### src/rtl/nn_pkg.sv
// rtl/nn_pkg.sv - shared types and helpers for the neural_network blocks
package nn_pkg;

  typedef enum logic [1:0] {
    ACT_NONE,
    ACT_RELU,
    ACT_SIGMOID,
    ACT_TANH
  } activation_type;

  typedef enum logic [1:0] {
    IDLE,
    SCAN,
    STREAM
  } reader_state_t;

  // Index width for an n-entry vector, never narrower than one bit.
  function automatic int index_width(input int n);
    return (n <= 2) ? 1 : $clog2(n);
  endfunction

endpackage

### src/rtl/nn_result_reader.sv
// rtl/nn_result_reader.sv - captures a network result vector, finds its signed argmax, streams it out
module nn_result_reader
  import nn_pkg::*;
#(
  parameter int DATA_WIDTH = 32,
  parameter int NUM_OUTPUTS = 2,
  localparam int INDEX_WIDTH = index_width(NUM_OUTPUTS)
) (
  input  logic                         clock,
  input  logic                         reset,
  input  logic                         outputs_ready,
  input  logic signed [DATA_WIDTH-1:0] outputs [NUM_OUTPUTS],
  output logic signed [DATA_WIDTH-1:0] result_data,
  output logic [INDEX_WIDTH-1:0]       result_index,
  output logic                         result_valid,
  output logic                         result_last,
  input  logic                         result_ready,
  output logic [INDEX_WIDTH-1:0]       class_index,
  output logic                         class_valid,
  output logic                         busy,
  output logic                         overflow
);

  localparam logic [INDEX_WIDTH-1:0] LAST_INDEX = INDEX_WIDTH'(NUM_OUTPUTS - 1);

  reader_state_t state, state_next;

  logic signed [DATA_WIDTH-1:0] capture [NUM_OUTPUTS];
  logic signed [DATA_WIDTH-1:0] best;
  logic [INDEX_WIDTH-1:0]       idx;
  logic [INDEX_WIDTH-1:0]       best_index;

  logic last_element;
  logic in_stream;
  logic last_beat;
  logic accept;
  logic better;

  assign last_element = (idx == LAST_INDEX);
  assign in_stream    = (state == STREAM);
  assign last_beat    = in_stream && result_ready && last_element;
  // A new vector is taken from IDLE, or in the very cycle the final beat leaves.
  assign accept       = outputs_ready && ((state == IDLE) || last_beat);
  assign better       = capture[idx] > best;

  assign result_valid = in_stream;
  assign result_last  = in_stream && last_element;
  assign result_data  = in_stream ? capture[idx] : '0;
  assign result_index = in_stream ? idx : '0;
  assign busy         = (state != IDLE);

  always_ff @(posedge clock or posedge reset) begin
    if (reset) begin
      state <= IDLE;
    end else begin
      state <= state_next;
    end
  end

  always_comb begin
    state_next = state;
    case (state)
      IDLE:    if (outputs_ready) state_next = SCAN;
      SCAN:    if (last_element) state_next = STREAM;
      STREAM:  if (last_beat) state_next = outputs_ready ? SCAN : IDLE;
      default: state_next = IDLE;
    endcase
  end

  always_ff @(posedge clock or posedge reset) begin
    if (reset) begin
      for (int i = 0; i < NUM_OUTPUTS; i++) capture[i] <= '0;
      best        <= '0;
      best_index  <= '0;
      idx         <= '0;
      class_index <= '0;
      class_valid <= 1'b0;
      overflow    <= 1'b0;
    end else begin
      class_valid <= 1'b0;
      if (outputs_ready && !accept) overflow <= 1'b1;
      if (accept) begin
        capture    <= outputs;
        best       <= outputs[0];
        best_index <= '0;
        idx        <= '0;
      end else if (state == SCAN) begin
        if (better) begin
          best       <= capture[idx];
          best_index <= idx;
        end
        if (last_element) begin
          // The final compare resolves this cycle, so select its winner directly.
          class_index <= better ? idx : best_index;
          class_valid <= 1'b1;
          idx         <= '0;
        end else begin
          idx <= idx + 1'b1;
        end
      end else if (in_stream && result_ready && !last_element) begin
        idx <= idx + 1'b1;
      end
    end
  end

endmodule

### config.mk
export PLATFORM = sky130hd
export DESIGN_NAME = nn_result_reader
export DESIGN_NICKNAME = d
export VERILOG_FILES = /design/src/rtl/nn_pkg.sv /design/src/rtl/nn_result_reader.sv
export SDC_FILE = /design/constraint.sdc
export NUM_CORES = 1
export LEC_CHECK = 0
export CORE_MARGIN = 2
export CORE_UTILIZATION = 45
export DETAILED_ROUTE_END_ITERATION = 12
export PLACE_DENSITY = 0.7
export SYNTH_ARGS = -nofsm -noshare
export SYNTH_HDL_FRONTEND = slang
export SYNTH_SLANG_ARGS = --single-unit
### constraint.sdc
create_clock -name clock -period 4.3 [get_ports clock]
set_input_delay 0.43 -clock clock [delete_from_list [all_inputs] [get_ports clock]]
set_output_delay 0.43 -clock clock [all_outputs]
set_load 0.02 [all_outputs]
* Word level (Yosys, flattened, before mapping)
Cells that the tools add are included.
** Storage, ports and cells
- Register bits after elaboration :: 103
- Input port bits :: 68
- Output and inout port bits :: 39
- Logic and storage cells :: 60
** Cells by class
- $add $sub $neg :: 1
- Magnitude comparators :: 2
- Eq/ne operators :: 5
- Multiplexer cells :: 24
- Bitwise operators :: 2
- Reduce and logical (&&, ||, !) cells :: 17
** Operator list (number)
- two-way mux 32 bit :: 7
- greater-than comparator 32 bit :: 1
- two-way mux 1 bit :: 13
- logical AND 1 bit :: 6
- two-way mux 2 bit :: 3
- one-hot mux 2 bit (3 select lines) :: 1
- AND reduction 3 bit :: 2
- nonzero test 2 bit :: 3
- inequality test 2 bit (second input constant) :: 2
- nonzero test 3 bit :: 1
- == test 2 x 1 -> 1 bit (second input constant) :: 1
- == test 2 bit (second input constant) :: 1
- >= comparator 2 bit (second input constant) :: 1
- zero test 1 bit :: 2
- zero test 2 bit :: 1
- inequality test 2 x 1 -> 1 bit (second input constant) :: 1
- inverter 1 -> 2 bit :: 1
- AND reduction 2 bit :: 1
- adder 1 bit (second input constant) :: 1
- logical OR 1 bit :: 1
- inverter 1 bit :: 1

* Longest topological paths before layout
Gate-level depths: netlist (run 1).
- Word-level depth :: 8
- Mapped depth :: 15

* Least setup slack after synthesis (run 1)
No wires, ideal clock.
- Kind :: register -> register
- Start :: reg idx
- End :: reg best[0]
- Data arrival time :: 3556 ps
- Required time :: 4175 ps
- Slack :: 619 ps
- Cell stages (with the launch flop) :: 14
- Buffers on the path :: 3
- Period minus slack after synthesis :: 3681 ps
- Cell sequence :: dfrtp_1 clkbuf_1 clkbuf_1 mux2i_1 inv_1 ha_1 nand4_1 or4_4 nor3_2 a21oi_1 xor2_1 a31o_1 buf_6 mux2_4
** On the way
- Word-level cells in the longest chain between the ends :: 7
- Elaborated cells on any way between the ends :: 14
- Classes of those cells :: order compare (1); mux (6); bitwise (1); reduce/logical (6)
** RTL lines
- from (decl) :: line nn_result_reader.sv:30 : logic [INDEX_WIDTH-1:0] idx;
- from (signal assigned) :: line nn_result_reader.sv:98 : idx <= idx + 1'b1;
- from (signal assigned) :: line nn_result_reader.sv:101 : idx <= idx + 1'b1;
- inverter 1 -> 2 bit (not written as such) :: line nn_result_reader.sv:44, nn_result_reader.sv:89
- two-way mux 32 bit (not written as such) (3 in series) :: line nn_result_reader.sv:44, nn_result_reader.sv:89
- greater-than comparator 32 bit or two-way mux 32 bit (tied branches) :: line nn_result_reader.sv:44, nn_result_reader.sv:88
- nonzero test 2 bit (no line) or two-way mux 32 bit (tied branches)
- AND reduction 2 bit (no line) or two-way mux 32 bit (tied branches)
- to (signal assigned) :: line nn_result_reader.sv:84 : best <= outputs[0];
- to (signal assigned) :: line nn_result_reader.sv:89 : best <= capture[idx];
- to (decl) :: line nn_result_reader.sv:29 : logic signed [DATA_WIDTH-1:0] best;
Parallel ways exist; a longest one is shown, timed or not. The select of a mux whose other input is x is not followed.
A chain may end at the register's enable or synchronous reset.

* Final worst setup path (run 1)
- Start :: reg idx
- End :: reg best[13]
Same word-level chain as after synthesis.

==> key figures, run 1 <==
Outcome
  • Status: finished, final reports clean

Place
  • RePlAce Congestion: between 0.8 and 0.9
  • DP HPWL: 8751 um
  • IO buf count: between 100 and 150

Layout
  • Layout area overhead: 27.26%
  • Antenna cells: 0
  • Ratio of cells with drive above 1 in the final layout: 0.04474
  • Final net count: 855
  • Layout fillers: approximately 1100

Synthesis
  • Post-synthesis sequential area ratio: 0.4592
  • Cell with the most instances after synthesis: nand2_1
  • Post-Synth Simple-Gate Area: 0.2064
  • Top FF cell, synth: dfrtp_1
  • Synthesized instance count: 666
  • Yosys reg bits: 103
  • XOR/XNOR Fraction of Synth Area: 0.003121
  • Post-synthesis mux area share: 0.1150
  • Share of the synthesized area in the top cell type: 0.4592
  • Ys async rst share: 1.000
  • Synth Area per Inst: 8.428 sq um
  • Compound-Gate Fraction of Synth Area: 0.06465
  • Synth Area in Adders: 0.07133
  • Synth cell count leaders: nand2_1, dfrtp_1, inv_1
  • Syn Std Cell Area: 5613 sq um
  • Synth unique cells: 37
  • Top post-synthesis cells by area: dfrtp_1, nand2_1, mux2i_1
  • Number of synthesized flops with an enable pin: 0
  • Syn_nets: between 700 and 800
  • Syn. warnings: 0
  • Area leader, netlist: dfrtp_1
  • Largest family of logic cells by synthesized area: simple AND/OR/NAND/NOR gates

Routing
  • First DRT Iteration DRCs: between 200 and 300
  • DR vias/cell: 4.866
  • First drt pass iteration count: 4
  • Vias post-DR: 4516
  • Residual DRC: 0
  • ANT nets after route: 0
  • Routed wire length: 12710 um
  • DR WL/cell: between 10 and 15 um

Power
  • Sw power: 0.002417 W
  • Total power: 0.005814 W
  • Clk pwr share: 0.169
  • Worst vdd ir: 0.3325 mV
  • Cell-internal power: 0.003397 W
  • Sw Ratio: 0.4157
  • Pwr Density: a little over 800 nW/um^2
  • Comb pwr share: 0.539
  • Leak Pwr: 3.766 nW
  • Sequential share of power: 0.292

Global routing
  • Vias in the first global route: 4514
  • Largest net degree at the start of global routing: 82
  • Global-route wire length before repair: 21470 um
  • Tot GR Track Use: 0.2035
  • Initial antenna violation count: 0
  • GR Overflow Total: 0

Die
  • Die span in x: 115.7 um
  • Die height: 115.7 um
  • Row count: 40
  • Core Area: approximately 12000 sq um
  • Initial core utilization: 0.4634
  • Die ar.: 13380 sq um
  • Io pins: 107

Clocking
  • CTS clock-pin slew for the worst setup and hold paths: 70 ps
  • Clk sink count: around 100
  • # resized after CTS: 0
  • Worst-Skew Late Latency: 350 ps
  • CTS tree: done
  • CTS root buf: clkbuf_16
  • Number of hold buffers added after cts: 0
  • Post-CTS Setup Bufs: 0
  • CTS buffer count: 9
  • Max clock buf depth: 2
  • CTS HTree Levels: 3

STA
  • Setup TNS: 0 ps
  • RSZ-0062 raised after global routing: no
  • Final Hold Fails: 0
  • Endpoints failing setup: 0
  • Worst rel slew slack: 0.3780
  • Least-Margin Pin Slew: 933.1 ps
  • Fin Clk Skew: 6.086 ps
  • Peak Freq: 0.2704 GHz
  • Max-slew violation count: 0
  • Tmin final: about 3700 ps
  • Tcrit/Tclk final: 0.8602

Setup path
  • Crit path launch type: register
  • CP Class: register to register
  • Crit path arrival time: 3960 ps
  • Worst-path fanout max: 24
  • Required @ worst endpoint: 4560 ps
  • Crit end category: register

Hold path
  • Min-delay worst type: register to register

Run
  • MaxCap Viol Count: 0
## layout by cell type, fill, tap and decap left out, types with 3 or more instances in the layout
cell type          n
nand2_1          238
nand3_1            4
buf_4              5
mux2i_1           63
clkdlybuf4s50_1  106
o21ai_1            5
bufinv_16          4
a21oi_1           17
clkbuf_16          9
inv_1             67
dfrtp_1          102
o21ai_0           33
nor2_1            37
clkinv_2           3
ha_1              32
nand4_1            6
## per-stage QoR
stage	hold slack [ps]	cell area [sq um]	utilization	worst slack, ps	std cells
6_report	473.2	7143	0.5898	601.3	928
3_3_place_gp	456.2	6783	0.5600	791.5	912
3_5_place_dp	461.1	6783	0.5600	646.6	912
4_1_cts	478.4	7143	0.5898	619.8	928
2_1_floorplan	445.0	5613	-	618.7	666
5_1_grt	494.1	7143	0.5898	273.7	928
## layer usage
metal,part of all wire,wire length [um],global-route usage
met2,0.46,5868,0.3341
met5,0,0,0
met4,0.013,165,0.05317
met1,0.47,6022,0.2673
met3,0.051,651,0.05753
## state kept, by name (all words and copies together), names as in the netlist
| signal | cells |
|---|---|
| overflow | 1 |
| capture | 64 |
| class_valid | 1 |
| best_index | 1 |
| idx | 1 |
| state | 2 |
| best | 32 |
| class_index | 1 |
## worst max-delay path, stage by stage (launching register included)
cell	delay [ps]
dfrtp_2	570
buf_4	320
mux2i_1	330
inv_1	80
ha_1	320
a21oi_1	140
o21ai_1	80
a221oi_1	290
o211ai_1	130
a21oi_1	200
xor2_1	210
a31o_2	430
buf_12	270
mux2i_1	240
## power by group through the flow
stage / sequential [W] / clock, W / combinational [W]
final: 0.00170 / 0.000985 / 0.00313
after global routing: 0.00175 / 0.00105 / 0.00355
after CTS: 0.00170 / 0.00101 / 0.00316
after detailed placement: 0.00171 / 0 / 0.00314
after floorplan: 0.00163 / 0 / 0.00246
after global placement: 0.00170 / 0 / 0.00303
## path summary, 6_finish.rpt
path / start / endpoint / slack [ps] / cells after the start
max: idx$_DFFE_PP0P_ / best[13]$_DFFE_PP0P_ / 600 / 13
min: capture[33]$_DFFE_PP0P_ / capture[33]$_DFFE_PP0P_ / 470 / 2
max reg2reg: idx$_DFFE_PP0P_ / best[13]$_DFFE_PP0P_ / 600 / 13
min reg2reg: capture[33]$_DFFE_PP0P_ / capture[33]$_DFFE_PP0P_ / 470 / 2
max in group asynchronous: reset / best[14]$_DFFE_PP0P_ / 2700 / 3
min in group asynchronous: reset / capture[27]$_DFFE_PP0P_ / 640 / 2
## logic make-up after synthesis
kind of cell,after synthesis
buf+inv,104
fa+ha+maj,32
mux,64
compound gates,66
flops,103
xor+xnor,2
simple gates,295
## final cells by class
type,instances,area [sq um],area share
multi-input combinational,459,2594,0.3631
sequential,103,2579,0.3610
timing repair buffer,113,1139,0.1594
clock inverter,7,135.1,0.01892
inverter,69,261.5,0.03661
tap,168,210.2,0.02943
clock buffer,9,225.2,0.03153
(Power assumes the default switching activity.)
==> inputs of run 2 (changes only) <==
--- a/config.mk
+++ b/config.mk
@@ -5,10 +5,13 @@
 export SDC_FILE = /design/constraint.sdc
 export NUM_CORES = 1
 export LEC_CHECK = 0
+export CORE_ASPECT_RATIO = 1.75
 export CORE_MARGIN = 2
 export CORE_UTILIZATION = 45
+export CTS_BUF_LIST = sky130_fd_sc_hd__clkbuf_4 sky130_fd_sc_hd__clkbuf_8
 export DETAILED_ROUTE_END_ITERATION = 12
 export PLACE_DENSITY = 0.7
+export RECOVER_POWER = 25
 export SYNTH_ARGS = -nofsm -noshare
 export SYNTH_HDL_FRONTEND = slang
 export SYNTH_SLANG_ARGS = --single-unit
==> key figures, run 2 (synthesis results as in run 1) <==
Die
  • Die height: 151.7 um (was 115.7 um)
  • Row count: 54 (was 40)
  • Die span in x: 88.43 um (was 115.7 um)
  • Core Area: 12300 sq um (was 12110 sq um)
  • Initial core utilization: 0.4565 (was 0.4634)
  • Io pins: 107 (unchanged)
  • Die ar.: 13420 sq um (was 13380 sq um)

Setup path
  • Crit path launch: idx$_DFFE_PP0P_ (unchanged)
  • Crit end category: register (unchanged)
  • CP top delay family: compound AO/OA/AOI/OAI gates (unchanged)
  • WP buf/inv: 4 (was 3)
  • Critical-path top delay cell: dfrtp_2 (unchanged)
  • Crit path launch type: register (unchanged)
  • CP Class: register to register (unchanged)
  • Worst-path fanout max: 24 (unchanged)
  • Reg-to-reg slack, setup: 520 ps (was 600 ps)
  • Critical-path cell list: buf_4, mux2i_1, inv_1, ha_1, nand4_1, inv_1, a221oi_1, o211ai_1, a21oi_1, xor2_1, a31o_2, buf_12, mux2i_1 (was buf_4, mux2i_1, inv_1, ha_1, a21oi_1, o21ai_1, a221oi_1, o211ai_1, a21oi_1, xor2_1, a31o_2, buf_12, mux2i_1)
  • Critical R2R Launch: idx$_DFFE_PP0P_ (unchanged)
  • CP peak stage delay: 620 ps (was 570 ps)
  • Required @ worst endpoint: 4590 ps (was 4560 ps)
  • R2r worst-path depth: 13 (unchanged)
  • Crit path arrival time: 4070 ps (was 3960 ps)
  • Worst R2R End: best[14]$_DFFE_PP0P_ (was best[13]$_DFFE_PP0P_)

Place
  • IO buf count: 106 (unchanged)
  • DP HPWL: 9904 um (was 8751 um)
  • Post-DP Area: 6785 sq um (was 6783 sq um)
  • DP Worst Slack: 559.5 ps (was 646.6 ps)
  • RePlAce Congestion: 0.8055 (was 0.8742)

Layout
  • Ratio of cells with drive above 1 in the final layout: 0.04593 (was 0.04474)
  • Design area: 6997 sq um (was 7143 sq um)
  • Final net count: 857 (was 855)
  • Antenna cells: 0 (unchanged)
  • Regs by FF count: capture (64), best (32), state (2) (unchanged)
  • Biggest register: capture (unchanged)
  • Layout area overhead: 24.65% (was 27.26%)
  • Most common cell after layout, fill and taps aside: nand2_1 (unchanged)
  • Max reg flops: 64 (unchanged)
  • Commonest cells after routing, fill and taps aside: nand2_1, clkdlybuf4s50_1, dfrtp_1, inv_1, mux2i_1 (unchanged)

STA
  • RSZ-0062 raised after global routing: no (unchanged)
  • Max-slew violation count: 36 (was 0)
  • Worst rel slew slack: -0.2734 (was 0.3780)
  • Final Hold Fails: 0 (unchanged)
  • Least-Margin Pin Slew: 1910 ps (was 933.1 ps)
  • Tcrit/Tclk final: 0.8784 (was 0.8602)
  • Setup TNS: 0 ps (unchanged)
  • Tmin final: 3777 ps (was 3699 ps)
  • Endpoints failing setup: 0 (unchanged)
  • Fin Clk Skew: 10.31 ps (was 6.086 ps)
  • Peak Freq: 0.2648 GHz (was 0.2704 GHz)
  • Final WS setup: 523.0 ps (was 601.3 ps)

Global routing
  • GR Overflow Total: 0 (unchanged)
  • Global-route wire length before repair: 22120 um (was 21470 um)
  • Largest net degree at the start of global routing: 100 (was 82)
  • Vias in the first global route: 4726 (was 4514)
  • Initial antenna violation count: 0 (unchanged)
  • Tot GR Track Use: 0.2150 (was 0.2035)

Hold path
  • Min-delay worst type: register to register (unchanged)
  • Hold EP: capture[42]$_DFFE_PP0P_ (was capture[33]$_DFFE_PP0P_)
  • Hold Crit Start: capture[42]$_DFFE_PP0P_ (was capture[33]$_DFFE_PP0P_)
  • Hold path cells: 2 (unchanged)

Clocking
  • # resized after CTS: 0 (unchanged)
  • CTS tree: done (unchanged)
  • Number of hold buffers added after cts: 0 (unchanged)
  • CTS root buf: clkbuf_8 (was clkbuf_16)
  • CTS buffer count: 9 (unchanged)
  • Max clock buf depth: 2 (unchanged)
  • CTS HTree Levels: 3 (unchanged)
  • CTS clock-pin slew for the worst setup and hold paths: 90 ps (was 70 ps)
  • Clk sink count: 103 (unchanged)
  • Worst-Skew Late Latency: 380 ps (was 350 ps)
  • Post-CTS Setup Bufs: 0 (unchanged)

Outcome
  • Status: complete, but fails checks (was finished, final reports clean)
  • Failing checks: max-capacitance violations, max-slew violations

Routing
  • DR WL/cell: 14.51 um (was 13.69 um)
  • Residual DRC: 0 (unchanged)
  • DR vias/cell: 4.938 (was 4.866)
  • First drt pass iteration count: 4 (unchanged)
  • First DRT Iteration DRCs: 193 (was 281)
  • ANT nets after route: 0 (unchanged)
  • Routed wire length: 13490 um (was 12710 um)
  • Vias post-DR: 4592 (was 4516)

Power
  • Pwr Density: 789.1 nW/um^2 (was 814.0 nW/um^2)
  • Leak Pwr: 3.699 nW (was 3.766 nW)
  • Worst vdd ir: 0.3345 mV (was 0.3325 mV)

Run
  • MaxCap Viol Count: 1 (was 0)
-- run 2: changes by cell type in the layout (fill, tap and decap cells not counted), sizes merged --
cell           change
clkdlybuf4s50      -1
bufinv             -2
clkinvlp           +1
clkinv             -1
buf                +1
inv                -1
clkbuf             +4
dlygate4sd3        +1
-- run 2: report_power, final --
part / internal, W / switching, W
clock network: 0.000346 / 0.000323
registers: 0.00145 / 0.000253
logic: 0.00131 / 0.00184
-- run 2: worst max path at each step --
stage / slack, ps / endpoint / cells after the start
final: 520 / best[14]$_DFFE_PP0P_ / 13
after global routing: 250 / best[23]$_DFFE_PP0P_ / 13
after CTS: 500 / best[6]$_DFFE_PP0P_ / 13
after detailed placement: 560 / best[14]$_DFFE_PP0P_ / 13
after global placement: 620 / best[19]$_DFFE_PP0P_ / 13
after floorplan: 620 / best[0]$_DFFE_PP0P_ / 13
-- run 2: worst reg2reg max path, stage by stage, from the launching register on --
cell	delay (ps)
dfrtp_2	620
buf_4	310
mux2i_1	370
inv_1	100
ha_1	320
nand4_1	160
inv_1	60
a221oi_1	290
o211ai_1	130
a21oi_1	190
xor2_1	200
a31o_2	430
buf_12	260
mux2i_1	260
-- run 2: cell type report --
class	count	area, sq um
fillers	1141	5300
repair buffers	115	1137
flip-flops and latches	103	2579
clock inverters	4	70.07
inverters	69	260.3
multi-input cells	459	2594
well taps	168	210.2
clock buffers	12	146.4
-- run 2: routing by layer --
layer  global-route usage  vias to the layer above  routed length, um
met4              0.09848                        0                411
met5                    0                        -                  0
met1               0.2383                     2191               5284
li1                     -                     2287                  -
met2               0.3974                       90               7377
met3              0.02763                       24                418
-- run 2: metrics by stage --
stage          hold slack, ps  std cells  total power [W]  utilization
6_report                481.0        930         0.005521       0.5690
5_1_grt                 508.9        930         0.006065       0.5690
4_1_cts                 369.1        930         0.005585       0.5694
3_5_place_dp            462.0        914         0.004889       0.5518
3_3_place_gp            455.7        914         0.004759       0.5518
2_1_floorplan           445.0        666         0.004089            -
==> inputs of run 3 (changes only) <==
--- a/config.mk
+++ b/config.mk
@@ -5,12 +5,12 @@
 export SDC_FILE = /design/constraint.sdc
 export NUM_CORES = 1
 export LEC_CHECK = 0
-export CORE_ASPECT_RATIO = 1.75
+export CORE_ASPECT_RATIO = 1.2
 export CORE_MARGIN = 2
 export CORE_UTILIZATION = 45
 export CTS_BUF_LIST = sky130_fd_sc_hd__clkbuf_4 sky130_fd_sc_hd__clkbuf_8
 export DETAILED_ROUTE_END_ITERATION = 12
-export PLACE_DENSITY = 0.7
+export PLACE_DENSITY = 0.72
 export RECOVER_POWER = 25
 export SYNTH_ARGS = -nofsm -noshare
 export SYNTH_HDL_FRONTEND = slang
==> constraint.sdc (replaced) <==
create_clock -name clock -period 3.4 [get_ports clock]
set_input_delay 0.34 -clock clock [delete_from_list [all_inputs] [get_ports clock]]
set_output_delay 0.34 -clock clock [all_outputs]
set_load 0.02 [all_outputs]
==> key figures, run 3 (synthesis results as in run 1) <==
Routing
  • DR WL met2: 6689 um (was 7377 um)
  • Wire length on met3: 646 um (was 418 um)
  • DRT met1 WL: 5905 um (was 5284 um)
  • Residual DRC: 0 (unchanged)
  • First drt pass iteration count: 4 (unchanged)
  • Routed wire length: 13420 um (was 13490 um)
  • DR WL/cell: 14.39 um (was 14.51 um)
  • Vias post-DR: 4666 (was 4592)
  • Highest Signal Layer: met4 (unchanged)
  • DR vias/cell: 5.001 (was 4.938)
  • First DRT Iteration DRCs: 249 (was 193)
  • ANT nets after route: 0 (unchanged)

Die
  • Io pins: 107 (unchanged)
  • Core Area: 12110 sq um (was 12300 sq um)
  • Die ar.: 13390 sq um (was 13420 sq um)
  • Die height: 126.3 um (was 151.7 um)
  • Row count: 44 (was 54)
  • Die span in x: 106.0 um (was 88.43 um)
  • Initial core utilization: 0.4634 (was 0.4565)

Global routing
  • Initial antenna violation count: 0 (unchanged)
  • Vias in the first global route: 4512 (was 4726)
  • Global-route wire length before repair: 20890 um (was 22120 um)
  • GR Overflow Total: 0 (unchanged)
  • Largest net degree at the start of global routing: 60 (was 100)
  • Tot GR Track Use: 0.1948 (was 0.2150)

Layout
  • Design area: 7307 sq um (was 6997 sq um)
  • Final net count: 867 (was 857)
  • Biggest register: capture (unchanged)
  • Max reg flops: 64 (unchanged)
  • Ratio of cells with drive above 1 in the final layout: 0.09197 (was 0.04593)
  • Antenna cells: 0 (unchanged)
  • Most common cell after layout, fill and taps aside: nand2_1 (unchanged)
  • Layout area overhead: 30.18% (was 24.65%)
  • Non-filler instance count after layout: 933 (was 930)
  • Regs by FF count: capture (64), best (32), state (2) (unchanged)
  • Commonest cells after routing, fill and taps aside: nand2_1, clkdlybuf4s50_1, dfrtp_1, inv_1, mux2i_1 (unchanged)

Place
  • IO buf count: 106 (unchanged)
  • DP Worst Slack: 106.7 ps (was 559.5 ps)
  • RePlAce Congestion: 0.8238 (was 0.8055)
  • DP HPWL: 9201 um (was 9904 um)
  • Post-DP Area: 6812 sq um (was 6785 sq um)
  • Placed insts: 910 (was 914)

STA
  • Endpoints failing setup: 0 (unchanged)
  • Final Hold Fails: 0 (unchanged)
  • Max-slew violation count: 59 (was 36)
  • Final WS setup: 95.53 ps (was 523.0 ps)
  • Worst rel slew slack: -0.5490 (was -0.2734)
  • Tmin final: 3304 ps (was 3777 ps)
  • Hold WS: 472.0 ps (was 481.0 ps)
  • Least-Margin Pin Slew: 2321 ps (was 1910 ps)
  • Fin Clk Skew: 11.94 ps (was 10.31 ps)
  • Peak Freq: 0.3026 GHz (was 0.2648 GHz)
  • Tcrit/Tclk final: 0.9719 (was 0.8784)
  • Setup TNS: 0 ps (unchanged)

Clocking
  • CTS tree: done (unchanged)
  • Number of hold buffers added after cts: 0 (unchanged)
  • CTS buffer count: 9 (unchanged)
  • Worst-Skew Late Latency: 380 ps (about the same)
  • Max clock buf depth: 2 (unchanged)
  • CTS root buf: clkbuf_8 (unchanged)
  • CTS clock-pin slew for the worst setup and hold paths: 100 ps (was 90 ps)
  • CTS HTree Levels: 3 (unchanged)
  • Clk sink count: 103 (unchanged)

Power
  • Leak Pwr: 3.760 nW (was 3.699 nW)
  • Worst vdd ir: 0.4094 mV (was 0.3345 mV)
  • Pwr Density: 1035 nW/um^2 (was 789.1 nW/um^2)

Setup path
  • Crit path launch type: register (unchanged)
  • Worst-path fanout max: 6 (was 24)
  • Crit path arrival time: 3560 ps (was 4070 ps)
  • CP Class: register to register (unchanged)
  • Required @ worst endpoint: 3660 ps (was 4590 ps)
  • Crit end category: register (unchanged)

Run
  • MaxCap Viol Count: 1 (unchanged)

Outcome
  • Failing checks: max-capacitance violations, max-slew violations (unchanged)
  • Status: complete, but fails checks (unchanged)

Hold path
  • Min-delay worst type: primary input to register (was register to register)
run 3: changes by cell type in the layout (fill, tap and decap cells not counted), moves of 3 or more:
cell | previous run | this run
clkbuf_16 | 0 | 3
clkbuf_4 | 3 | 0
buf_4 | 7 | 10
mux2i_1 | 63 | 41
mux2i_4 | 0 | 7
mux2i_2 | 0 | 15
buf_12 | 1 | 6
run 3: worst max-delay path, cell delays in order, from the launching register on:
cell and delay, ps:
dfrtp_2 530, clkbuf_16 250, mux2i_4 260, inv_1 70, ha_1 280, nand4_1 100
or4_4 560, nor3_4 140, a21oi_1 100, xor2_1 180, a31o_2 280, buf_4 160
clkbuf_16 160, mux2i_1 110
run 3: repair_timing:
action | in CTS | in global routing
setup buffers | 0 | 4
endpoints found under the setup margin | 0 | 33
endpoints found under the hold margin | 0 | 0
gates resized for setup | 0 | 46
run 3: metrics by stage:
step,util,power (W)
floorplan,-,0.005176
global placement,0.5624,0.006003
detailed placement,0.5624,0.006174
CTS,0.5768,0.006908
global route,0.6033,0.008193
finish,0.6033,0.007564
run 3: path summary, 6_finish.rpt:
| kind | from | end | slack, ps | cells past startpoint |
|---|---|---|---|---|
| max | idx$_DFFE_PP0P_ | best[21]$_DFFE_PP0P_ | 100 | 13 |
| min | outputs[4] | capture[4]$_DFFE_PP0P_ | 470 | 3 |
| max reg2reg | idx$_DFFE_PP0P_ | best[21]$_DFFE_PP0P_ | 100 | 13 |
| min reg2reg | capture[32]$_DFFE_PP0P_ | capture[32]$_DFFE_PP0P_ | 480 | 2 |
| max in group asynchronous | reset | idx$_DFFE_PP0P_ | 710 | 2 |
| min in group asynchronous | reset | capture[29]$_DFFE_PP0P_ | 1190 | 2 |
run 3: power breakdown:
group | internal (W) | switching, W
Clock | 0.000283 | 0.000434
Combinational | 0.00212 | 0.00251
Sequential | 0.00184 | 0.000371
run 3: final cells by class:
cell class / instances / area, sq um
multi-input cells: 459 / 2763
fillers: 1078 / 4805
well taps: 161 / 201.4
inverters: 69 / 259.0
repair buffers: 125 / 1331
clock inverters: 6 / 36.28
clock buffers: 10 / 137.6
flip-flops and latches: 103 / 2579
run 3: metal layers:
metal / GRT usage / up-vias
met5: 0 / -
met4: 0.04721 / 0
met3: 0.03905 / 13
met2: 0.3416 / 104
met1: 0.2481 / 2238
li1: - / 2311
==> edit 1, RTL diff (settings of run 2) <==
Encoding of `reader_state_t`: now one-hot (3 bits for 3 states).
--- a/src/rtl/nn_pkg.sv
+++ b/src/rtl/nn_pkg.sv
@@ -9,8 +9,8 @@
   } activation_type;
 
-  typedef enum logic [1:0] {
-    IDLE,
-    SCAN,
-    STREAM
+  typedef enum logic [2:0] {
+    IDLE   = 3'b001,
+    SCAN   = 3'b010,
+    STREAM = 3'b100
   } reader_state_t;
 
Function: no difference found for any inputs over 4 cycles, from zero or initial values and one cycle with reset high; so few cycles prove little.
==> edit 1 against run 2 <==
The run still ends with max-capacitance violations, max-slew violations left. Sequential cell count increased by 1. Power decreased by 14%. Area after synthesis increased by 1.1%. Combinational power decreased by 22%. Sequential share of layout area increased by 0.16 points. Utilization about the same. Cell area increased by 0.57%. Worst hold slack got worse by 0.017 ns. Routed wire length decreased by 6.8%. Worst setup slack got worse by 0.069 ns. Critical endpoint is now best[27]$_DFFE_PP0P_. Largest cell class unchanged. Largest power group unchanged.
==> edit 1: results <==
metrics = {
    "status": {
        "status": "finished, violations left",
        "violations": "max-capacitance violations, max-slew violations",
    },
    "finish": {
        "nets": 802,
        "num-fill-cells": 1089,
        "top_regs": "capture: 64 flops, best: 32 flops, state: 3 flops",
        "drive_above_1_share": 0.0595,
    },
    "logic_synthesis": {
        "synth_seq_area_share": 0.459,
        "avgSynthCellArea_um2": 9.33,
        "yosys-top-cells-area": "dfrtp_1, mux2i_1, nand2_1",
        "synth_commonest_cells": "nand2_1, dfrtp_1, inv_1, mux2i_1, nor2_1",
        "yosysUniqueCellTypes": 40,
        "synth_nets": 708,
    },
    "run": {
        "drv_cap": 1,
    },
    "sta": {
        "slew_viol_final": 81,
        "worstMarginPinSlew_ns": 2.96,
        "clock_skew_ns": 0.0132,
    },
    "placement": {
        "dp.cells": 859,
        "dpl_cell_area_mm2": 0.00685,
        "gp_congestion": 0.836,
        "dp_hpwl_um": 9200,
        "place_worst_setup_slack_ns": 0.418,
        "placement.io_buffers": 106,
    },
    "min_path": {
        "min_from": "overflow$_DFFE_PP0P_",
    },
    "critical_path": {
        "cp_max_fo": 23,
        "arrival_ns": 4.13,
        "cpPeakStageDelay_ns": 0.82,
        "cp_top_family": "simple AND/OR/NAND/NOR gates",
        "cp-startpoint": "idx$_DFFE_PP0P_",
    },
    "routing": {
        "viasPerCell": 5.01,
        "routed-wl-met3_um": 437,
        "vias": 4383,
        "drtIter0Drc": 224,
        "wirelength_um": 12600,
        "met1Wirelength_um": 5230,
        "route.met2.wl_um": 6650,
    },
    "clock_tree": {
        "cts_root_buffer": "clkbuf_8",
        "clock_path_buffers": 2,
    },
    "global_routing": {
        "grt_first_pass_wirelength_um": 21400,
        "grt_pass1_vias": 4626,
        "grt_max_degree": 93,
        "track_usage": 0.198,
    },
    "power": {
        "peakVddDrop_v": 0.000271,
        "leakagePower_nw": 3.37,
    },
}
edit 1: changes by cell type after synthesis, sizes merged, moves of 4 or more:
cell | before | now
nand2 | 240 | 144
mux2 | 1 | 33
clkbuf | 26 | 15
buf | 9 | 16
nor2 | 37 | 41
edit 1: final timing paths:
path / endpoint / cells after the start / slack (ns)
worst min-delay path: overflow$_DFFE_PP0P_ / 1 / 0.46
worst max-delay path: best[27]$_DFFE_PP0P_ / 11 / 0.45
max in group asynchronous: idx$_DFFE_PP0P_ / 2 / 0.84
worst max register to register: best[27]$_DFFE_PP0P_ / 11 / 0.45
min in group asynchronous: capture[46]$_DFFE_PP0P_ / 2 / 1.58
worst min register to register: overflow$_DFFE_PP0P_ / 1 / 0.46
edit 1: cells by family after synthesis:
family                     Yosys count  share of synthesized area
AOI/OAI and AO/OA                   70                     0.0690
xor gates and xnor gates             1                    0.00154
adders and majority gates           32                     0.0705
buffers and inverters              100                     0.0780
DFF                                104                      0.459
muxes                               96                      0.177
and+or+nand+nor                    205                      0.145
edit 1: worst register-to-register path, stage by stage, from the launching register on:
cell,delay (ns)
dfrtp_2,0.82
mux2i_1,0.39
inv_1,0.09
ha_1,0.33
nand4_1,0.17
or4_4,0.58
nor3_2,0.20
a21oi_1,0.11
xor2_1,0.19
a31o_2,0.34
buf_4,0.29
mux2i_1,0.23
edit 1: layout make-up:
type / instances / area [um^2] / share of cell area
clock inverter: 5 / 58.8 / 0.00836
inverter: 69 / 259 / 0.0368
timing repair buffer: 114 / 1130 / 0.161
multi-input combinational: 404 / 2640 / 0.375
tap: 168 / 210 / 0.0299
clock buffer: 10 / 131 / 0.0187
sequential: 104 / 2610 / 0.370
edit 1: layer usage:
| metal | track usage | vias up |
|---|---|---|
| met4 | 0.0707 | 0 |
| met2 | 0.341 | 103 |
| met5 | 0 | - |
| met1 | 0.244 | 2090 |
| li1 | - | 2170 |
| met3 | 0.0309 | 20 |
edit 1: power breakdown:
| part | switching, mW | internal [mW] | leakage [nW] |
|---|---|---|---|
| Clock | 0.331 | 0.273 | 0.0918 |
| Combinational | 1.39 | 1.07 | 2.05 |
| Sequential | 0.245 | 1.46 | 1.24 |
| Total | 1.96 | 2.80 | 3.37 |
==> edit 2, RTL diff (flow settings as in run 2) <==
Without the edit above. The parameter `DATA_WIDTH` goes from 32 to 40.
--- a/src/rtl/nn_result_reader.sv
+++ b/src/rtl/nn_result_reader.sv
@@ -3,5 +3,5 @@
   import nn_pkg::*;
 #(
-  parameter int DATA_WIDTH = 32,
+  parameter int DATA_WIDTH = 40,
   parameter int NUM_OUTPUTS = 2,
   localparam int INDEX_WIDTH = index_width(NUM_OUTPUTS)
Ports: changed (resized outputs and result_data); port bits go from 107 to 131. The function was not compared with the original's and may differ.
==> edit 2 against run 2 <==
Cell area rose by 35%. Worst hold slack got worse by 0.0016 ns. Routed wire length rose by 32%. Sequential cell count rose by 24. The run still ends with max-capacitance violations, max-slew violations left. Count of clock-buffer cells in the layout rose by 7. Power rose by 43%. Worst setup slack improved by 0.28 ns. Area after synthesis rose by 34%. Sequential share of layout area fell by 3.3 points. Largest power group unchanged. Final cell count rose by 23%. Critical endpoint is now best[5]$_DFFE_PP0P_. Critical path depth fell by 1.
==> edit 2: results <==
metrics = {
    "status": {
        "status": "finished, violations left",
        "violations": "max-capacitance violations, max-slew violations",
    },
    "logic_synthesis": {
        "synth_compound_area_frac": 0.172,
        "yosysUniqueCellTypes": 42,
        "synth_seq_area_share": 0.423,
        "synth_mux_area_frac": 0.0532,
        "yosys-top-cells-area": "dfrtp_1, o311ai_4, nand2_1",
        "synth_commonest_cells": "nand2_1, dfrtp_1, inv_1, nand4_1, nor2_1",
        "synth_nets": 917,
        "synth-xor-area-share": 0.00116,
    },
    "placement": {
        "placement.io_buffers": 130,
        "gp_congestion": 0.773,
        "dp_hpwl_um": 12300,
        "dpl_cell_area_mm2": 0.00903,
    },
    "critical_path": {
        "cp_top_family": "simple AND/OR/NAND/NOR gates",
        "arrival_ns": 3.85,
        "cp_slowest_cell": "buf_4",
        "cp_max_fo": 43,
        "cpPeakStageDelay_ns": 0.45,
    },
    "power": {
        "p_sw_frac": 0.449,
        "comb-power_mw": 4.70,
        "pwr-share-comb": 0.595,
        "peakVddDrop_v": 0.000520,
        "leakagePower_nw": 4.60,
        "pg_clk_mw": 1.16,
    },
    "sta": {
        "slew_viol_final": 71,
        "clock_skew_ns": 0.0125,
        "worstMarginPinSlew_ns": 2.71,
    },
    "routing": {
        "vias": 5789,
        "drtIter0Drc": 233,
        "route.met2.wl_um": 9600,
        "routed-wl-met3_um": 492,
        "wirelength_um": 17900,
        "met1Wirelength_um": 7350,
    },
    "global_routing": {
        "track_usage": 0.217,
        "grt.met1_usage": 0.268,
        "grtUsageMet3": 0.0276,
        "grt_pass1_vias": 6130,
        "grt_first_pass_wirelength_um": 30300,
        "grt_use_met2": 0.378,
    },
    "finish": {
        "top_regs": "capture: 80 flops, best: 40 flops, state: 2 flops",
        "drive_above_1_share": 0.103,
        "nets": 1028,
    },
    "run": {
        "drv_cap": 1,
    },
    "clock_tree": {
        "cts_root_buffer": "clkbuf_8",
        "cts_max_level": 4,
        "cts_buffers": 17,
        "clk_latency_ns": 0.45,
    },
}
-- edit 2: cell types whose count changed in the layout (fill, tap and decap cells not counted), moves of 17 or more --
| cell | run 2 | this run |
|---|---|---|
| clkdlybuf4s50_1 | 105 | 129 |
| dfrtp_1 | 102 | 126 |
| inv_1 | 67 | 84 |
| mux2i_1 | 63 | 40 |
| nand2_1 | 238 | 257 |
| nand4_1 | 6 | 45 |
| o21ai_0 | 33 | 10 |
| o311ai_4 | 0 | 39 |
-- edit 2: worst paths after layout --
path / cells past startpoint / slack [ns] / start / to
max: 12 / 0.80 / idx$_DFFE_PP0P_ / best[5]$_DFFE_PP0P_
min in group asynchronous: 2 / 1.39 / reset / capture[10]$_DFFE_PP0P_
min: 2 / 0.48 / capture[0]$_DFFE_PP0P_ / capture[0]$_DFFE_PP0P_
min reg2reg: 2 / 0.48 / capture[0]$_DFFE_PP0P_ / capture[0]$_DFFE_PP0P_
max reg2reg: 12 / 0.80 / idx$_DFFE_PP0P_ / best[5]$_DFFE_PP0P_
max in group asynchronous: 2 / 1.33 / reset / capture[39]$_DFFE_PP0P_
-- edit 2: cell type report --
type,count,area (um^2)
clock buffer,19,262
clock inverter,13,186
fill,1421,6890
inverter,84,315
multi-input combinational,531,3780
sequential,127,3180
tap,224,280
timing repair buffer,143,1470
-- edit 2: cells by family after synthesis --
family	count (synthesis)
buffers and inverters	135
xor gates and xnor gates	1
DFF	127
muxes	40
adders and majority gates	40
AOI/OAI and AO/OA	83
and+or+nand+nor	367
-- edit 2: through the flow --
step                instances  worst slack (ns)
floorplan                 793             0.486
global placement         1109             0.793
detailed placement       1109             0.818
CTS                      1141             0.777
global route             1141             0.531
finish                   1141             0.799
